==> src/rtl/led_pattern_seq.sv <==
// LED pattern sequencer: N-shot blink, continuous blink, alternate and walking-one patterns
// stepped by a divided tick. Define LED_BOUNCE_EN to make the walking-one bounce forever.
module led_pattern_seq #(
   parameter int N_LED     = 8,
   parameter int TICK_DIV  = 50_000_000,
   parameter int BLINK_CNT = 3
) (
   input  logic             i_clk,
   input  logic             i_rst,
   input  logic [3:0]       i_sw,
   output logic [N_LED-1:0] o_led,
   output logic [2:0]       o_mode,
   output logic             o_done
);

   localparam int TW   = $clog2(TICK_DIV);
   localparam int SMAX = (BLINK_CNT > N_LED) ? BLINK_CNT : N_LED;
   localparam int SW   = $clog2(SMAX + 2);

   typedef enum logic [2:0] {
      S_IDLE   = 3'd0,
      S_BLINKN = 3'd1,
      S_BLINK  = 3'd2,
      S_ALT    = 3'd3,
      S_SHIFT  = 3'd4,
      S_DONE   = 3'd5
   } state_t;

   logic [3:0]       sw_meta_q, sw_s_q;
   state_t           state_q, state_d;
   state_t           sel_q, sel_d;
   state_t           want;
   logic [TW-1:0]    tick_q, tick_d;
   logic [SW-1:0]    step_q, step_d;
   logic [N_LED-1:0] led_q, led_d;
   logic [N_LED-1:0] alt_pat;
   logic             running;
`ifdef LED_BOUNCE_EN
   logic             dir_q, dir_d;   // 1 = moving towards the MSB
`endif

   genvar gi;
   generate
      for (gi = 0; gi < N_LED; gi++) begin : g_alt
         assign alt_pat[gi] = ((gi % 2) == 0);
      end
   endgenerate

   always_comb begin
      case (sw_s_q)
         4'b0001: want = S_BLINKN;
         4'b0010: want = S_BLINK;
         4'b0100: want = S_ALT;
         4'b1000: want = S_SHIFT;
         default: want = S_IDLE;
      endcase
   end

   assign running = (state_q == S_BLINKN) || (state_q == S_BLINK) ||
                    (state_q == S_ALT)    || (state_q == S_SHIFT);

   // sel_q remembers the originating mode, so DONE only exits on a real switch change
   always_comb begin
      state_d = state_q;
      sel_d   = sel_q;
      tick_d  = tick_q;
      step_d  = step_q;
      led_d   = led_q;
`ifdef LED_BOUNCE_EN
      dir_d   = dir_q;
`endif
      if (want != sel_q) begin
         state_d = want;
         sel_d   = want;
         tick_d  = '0;
         step_d  = '0;
         led_d   = '0;
`ifdef LED_BOUNCE_EN
         dir_d   = 1'b1;
`endif
      end else if (running) begin
         if (tick_q == TW'(TICK_DIV - 1)) begin
            tick_d = '0;
            case (state_q)
               S_BLINKN: begin
                  led_d  = ~led_q;
                  step_d = step_q + SW'(1);
                  if (step_d == SW'(BLINK_CNT))
                     state_d = S_DONE;
               end
               S_BLINK: led_d = ~led_q;
               S_ALT: begin
                  if (step_q == '0) begin
                     led_d  = alt_pat;
                     step_d = SW'(1);
                  end else begin
                     led_d = ~led_q;
                  end
               end
               S_SHIFT: begin
`ifdef LED_BOUNCE_EN
                  if (step_q == '0) begin
                     led_d  = N_LED'(1);
                     step_d = SW'(1);
                     dir_d  = 1'b1;
                  end else if (dir_q) begin
                     if (led_q[N_LED-1]) begin
                        led_d = led_q >> 1;
                        dir_d = 1'b0;
                     end else begin
                        led_d = led_q << 1;
                     end
                  end else begin
                     if (led_q[0]) begin
                        led_d = led_q << 1;
                        dir_d = 1'b1;
                     end else begin
                        led_d = led_q >> 1;
                     end
                  end
`else
                  step_d = step_q + SW'(1);
                  if (step_q == SW'(N_LED)) begin
                     led_d   = '0;
                     state_d = S_DONE;
                  end else if (step_q == '0) begin
                     led_d = N_LED'(1);
                  end else begin
                     led_d = led_q << 1;
                  end
`endif
               end
               default: ;
            endcase
         end else begin
            tick_d = tick_q + TW'(1);
         end
      end
   end

   always_ff @(posedge i_clk) begin
      if (i_rst) begin
         sw_meta_q <= '0;
         sw_s_q    <= '0;
         state_q   <= S_IDLE;
         sel_q     <= S_IDLE;
         tick_q    <= '0;
         step_q    <= '0;
         led_q     <= '0;
`ifdef LED_BOUNCE_EN
         dir_q     <= 1'b1;
`endif
      end else begin
         sw_meta_q <= i_sw;
         sw_s_q    <= sw_meta_q;
         state_q   <= state_d;
         sel_q     <= sel_d;
         tick_q    <= tick_d;
         step_q    <= step_d;
         led_q     <= led_d;
`ifdef LED_BOUNCE_EN
         dir_q     <= dir_d;
`endif
      end
   end

   assign o_led  = led_q;
   assign o_mode = state_q;
   assign o_done = (state_q == S_DONE);

endmodule
==> config.mk <==
export PLATFORM = sky130hd
export DESIGN_NAME = led_pattern_seq
export DESIGN_NICKNAME = d
export VERILOG_FILES = /design/src/rtl/led_pattern_seq.sv
export SDC_FILE = /design/constraint.sdc
export NUM_CORES = 1
export LEC_CHECK = 0
export ABC_CLOCK_PERIOD_IN_PS = 1800
export BUFFER_PORTS_ARGS = -buffer_cell sky130_fd_sc_hd__buf_2
export CAP_MARGIN = 40
export CORE_UTILIZATION = 54
export DETAILED_ROUTE_END_ITERATION = 8
export PLACE_DENSITY = 0.8
export SLEW_MARGIN = 20
export SYNTH_ARGS = -nofsm -noshare
export SYNTH_HDL_FRONTEND = slang
export SYNTH_SLANG_ARGS = --single-unit
==> constraint.sdc <==
create_clock -name i_clk -period 1.8 [get_ports i_clk]
set_input_delay 0.36 -clock i_clk [delete_from_list [all_inputs] [get_ports i_clk]]
set_output_delay 0.36 -clock i_clk [all_outputs]
set_load 0.1 [all_outputs]
* Yosys cells after proc, flatten, opt, wreduce, memory -nomap -nowiden
Index checks and enable logic that the tools add are counted.
Storage, ports and cells: bits in registers 52, input bits 6, output and inout bits 12, logic and storage cells 55
Operators by class: $add $sub $neg 2, equality and inequality tests 16, multiplexer cells 14, bitwise operators 1, reductions and logical operators 15
Operators by type and width (number):
- adder 26 x 1 -> 26 bit, second input constant | 1
- equality test 26 bit, second input constant | 1
- 2-to-1 mux 26 bit | 1
- 2-to-1 mux 8 bit | 3
- one-hot mux 8 bit (3 select lines) | 1
- 2-to-1 mux 3 bit | 5
- one-hot mux 3 bit (4 select lines) | 1
- equality test 4 x 2 -> 1 bit, second input constant | 2
- equality test 4 bit, second input constant | 2
- NOT 8 bit | 1
- one-hot mux 4 bit (2 select lines) | 1
- equality test 3 x 2 -> 1 bit, second input constant | 2
- equality test 3 bit, second input constant | 2
- != test 3 x 1 -> 1 bit, second input constant | 2
- one-hot mux 3 bit (2 select lines) | 1
- nonzero test 2 bit | 3
- nonzero test 3 bit | 2
- OR reduction 2 bit | 3
- AND reduction 5 bit | 1
- adder 4 x 1 -> 4 bit, second input constant | 1
- equality test 4 x 1 -> 1 bit, second input constant | 1
- equality test 4 x 3 -> 1 bit, second input constant | 1
- zero test 4 bit | 1
- 2-to-1 mux 4 bit | 1
- other kinds (6) | 8

* Longest topological paths before layout
word-level depth 7, mapped depth 7, gate-level depth less buffers 7

* Worst setup path after synthesis
Ideal clock, no wire load.
path kind reg-to-reg, start reg state_q[2] (netlist: o_mode[2]), end reg led_q[4] (netlist: o_led[4]), setup time 0.179 ns, data arrival time 2.439 ns, data required time 1.621 ns, setup slack -0.818 ns, stages on the path, launching flop included 7, buffers on the path 2, clock period less this slack 2.618 ns, cell sequence dfxtp_1 -> clkbuf_1 -> or3_1 -> nand2_1 -> nor4_4 -> buf_2 -> a311oi_1
On the way: word-level cells in the longest chain between the ends 5, elaborated cells between the ends (all ways) 11, those cells by class eq/ne (4); mux (1); reduce/logical (6)
RTL lines:
- from (decl) | line 30 | state_t state_q, state_d;
- from (signal assigned) | line 156 | state_q <= state_d;
- branches (longest 5 deep; another with equality test 3 x 1 -> 1 bit)
- to (signal assigned) | line 160 | led_q <= led_d;
- to (decl) | line 35 | logic [N_LED-1:0] led_q, led_d;
Parallel ways; which one is timed is not known. A chain may end at the register's enable or synchronous reset.

* Worst setup path in the final report
start reg sw_s_q[2], end reg led_q[0] (netlist: o_led[0])
On the way: word-level cells in the longest chain between the ends 4, elaborated cells between the ends (all ways) 7, those cells by class eq/ne (5); mux (1); reduce/logical (1)
RTL lines:
- from (decl) | line 29 | logic [3:0] sw_meta_q, sw_s_q;
- from (signal assigned) | line 155 | sw_s_q <= sw_meta_q;
- equality test 4 bit, or another cell as far along | line 50 | case (sw_s_q)
- one-hot mux 3 bit (4 select lines) * | line 50
- != test 3 bit * | line 72 | if (want != sel_q) begin
- OR reduction 2 bit (no line) *
Mark *: on every way between the ends. The rest lies on a longest branch, timed or not.

==> impl_metrics.tcl <==
set metrics [dict create \
    r2r_end "o_led[0]" \
    ant_nets 0 \
    outcome "finished with violations" \
    syn_avg_cell_area_um2 8.55 \
    totalPowerFinal_w 0.00228 \
    critPathArrivalTime_ns 2.07 \
    drc 0 \
    p_leak_nw 1.14 \
    max_freq_ghz 0.544 \
    post_drt_wl_per_cell_um 15.3 \
    violations "setup timing" \
    critical_path_depth 6 \
    fin_util_pct 73.0 \
    startpoint_type "flop" \
    maxCapViolCount 0 \
    seq_area_frac_synth_pct 40.4 \
    dieArea_um2 5050 \
    drive_gt1_share_pct 33.5 \
    syn_inst 301 \
    seq_area_um2 1060 \
    nets 361 \
    areaGrowthSynthToFinish_pct 26.9 \
    crit_path_frequent_cell "xnor2_1" \
    root_buffer "clkbuf_8" \
    max_stage_delay_ns 0.36 \
    hpwl_um 4140 \
    routed_wl_um 6200 \
    drv_slew 0 \
    finalHoldViolations 0 \
    drt_iter0_drc 255 \
    setup.worst_path.end "o_led[0]" \
    whs_path_depth 2 \
    gp_congestion 0.850 \
    setup_ws_ns -0.0395 \
    path_cells "xnor2_1 -> or3_4 -> xnor2_1 -> a211o_1 -> buf_12 -> a211oi_1" \
    worstPathMaxFanout 39 \
    cts.path.max_buffers 2 \
    pre_cts_slack_ns -0.0635 \
    path_delay_family "compound AO/OA/AOI/OAI gates" \
    synthesis.area_um2 2570 \
    fill_cells 327 \
    r2r_start "sw_s_q[2]" \
    io_buffers 17 \
    num_antenna_cells 0 \
    numCtsBuffers 5 \
    die_h_um 71.0 \
    synthArstFlopShare_pct 0 \
    grt_setup_unrepaired "true" \
    start_util_pct 57.5 \
    ys_types 47 \
    synth_common_cells "dfxtp_1, nor3_1, nand2_1, xnor2_1, nor2_1" \
    via_count 2404 \
    multi_input_area_um2 1610 \
    synth_edf_count 0 \
    clk_pin_slew_worst_paths_ns 0.10 \
    synth_most_common_cell "dfxtp_1" \
    antenna_found_initial 0 \
    via_per_inst 5.95 \
    clock_sinks 52 \
    ys_ff_latch 52 \
    worst_path_max_delay_cell "dfxtp_2" \
    htreeDepth 2 \
    num_rows 24 \
    grt_max_degree 40 \
    insertion_delay_ns 0.32 \
    max_slew_margin_pct 66.4 \
    end_kind "flop" \
    powerDensity_nw_per_um2 698 \
    final-setup-viol-count 10 \
    synth.area.top_cells "dfxtp_1, xnor2_1, nor3_1" \
    worstSetupStartpoint "sw_s_q[2]" \
    first_pass_iters 6 \
    cts_tree "yes" \
    fp.dieW_um 71.0 \
    ctsHoldBuffers 0 \
    worst_slew_pin_slew_ns 0.508 \
    synth-main-ff-cell "dfxtp_1" \
    grt_usage_pct 25.9 \
    peakVddDrop_mv 0.472 \
    coreArea_um2 4470 \
    synth_top_area_share_pct 40.4 \
    yosysTopAreaCell "dfxtp_1" \
    fin_worst_skew_ns 0.00808 \
    r2r_cells 6 \
    grt_overflow 0 \
    tns_ns -0.168 \
    grt_pass1_wl_um 10400 \
    path_class "flop to flop" \
    worstPathRequired_ns 2.03 \
    synth_warnings 0 \
    rrSetupSlack_ns -0.04 \
    critPathBufInv 1 \
    fin_crit_ns 1.84 \
    synth_nets 311 \
    grt_pass1_vias 2332 \
    period_share_pct 102 \
    holdCritPathClass "input port to flop" \
    pin_count 18 \
]
per-layer routing:
layer / vias to the layer above / GRT usage [%] / part of all wire, %
li1: 1188 / - / -
met1: 1151 / 32.7 / 46
met2: 50 / 44.1 / 49
met3: 15 / 4.13 / 3.3
met4: 0 / 11.1 / 2.3
met5: - / 0 / 0
power breakdown:
part | internal (W) | total (W) | switching [W]
registers | 0.00118 | 0.00121 | 0.0000375
clock network | 0.000284 | 0.000697 | 0.000413
logic | 0.000124 | 0.000369 | 0.000244
sequential cells by signal (all words and copies together), names as in the netlist:
name       cells
tick_q        26
sel_q          3
sw_s_q         4
o_mode         3
o_led          8
step_q         4
sw_meta_q      4
final cells by class:
type                    count  share of cell area (%)
repair buffers             56                    12.1
clock inverters             3                   0.766
well taps                  52                    1.99
inverters                  11                    1.26
clock buffers               5                    2.11
multi-input cells         225                    49.2
flip-flops and latches     52                    32.5
cell usage in the layout, fill, tap and decap left out, types with 10 or more instances in the layout:
master / instances
a21oi_1: 15
buf_2: 16
buf_4: 37
dfxtp_1: 41
inv_1: 11
nand2_1: 21
nand3_1: 10
nand4_1: 10
nor2_1: 21
nor2b_1: 11
nor3_1: 22
xnor2_1: 23
metrics by stage:
stage	cell area [um^2]	hold slack (ns)	cells
final	3270	0.245	404
after global routing	3270	0.236	404
after CTS	3170	0.240	403
after detailed placement	3010	0.428	393
after global placement	3010	0.418	393
after floorplan	2650	0.414	301
repair_timing:
item	CTS	global route
buffers inserted	2	1
gates resized for setup	12	23
gates cloned	0	0
pin swaps	3	4
endpoints found under the setup margin	32	42
cell families (layout without fill, tap and decap cells):
| logic type | count (synthesis) | after routing | synth area share (%) |
|---|---|---|---|
| simple gates | 142 | 142 | 30.9 |
| mux | 4 | 4 | 1.65 |
| buf+inv | 24 | 75 | 3.65 |
| fa+ha+maj | 4 | 4 | 1.94 |
| flops | 52 | 52 | 40.4 |
| compound gates | 48 | 48 | 12.3 |
| xor+xnor | 27 | 27 | 9.19 |
worst reg2reg max path: cells and delay by family (launching register included):
kind | cells | cell delay (ns)
compound gates | 2 | 0.55
buf+inv | 1 | 0.19
flops | 1 | 0.36
simple gates | 1 | 0.36
xor+xnor | 2 | 0.30
how the worst min path moves through the flow:
| stage | slack, ns | endpoint | startpoint |
|---|---|---|---|
| after floorplan | 0.41 | sw_s_q[0] | sw_meta_q[0] |
| after global placement | 0.42 | sw_s_q[2] | sw_meta_q[2] |
| after CTS | 0.24 | sw_meta_q[0] | i_sw[0] |
| after global routing | 0.24 | sw_meta_q[0] | i_sw[0] |
| final | 0.25 | sw_meta_q[2] | i_sw[2] |
| after detailed placement | 0.43 | sw_s_q[2] | sw_meta_q[2] |
Note: power is estimated with default switching activity, not from simulation.
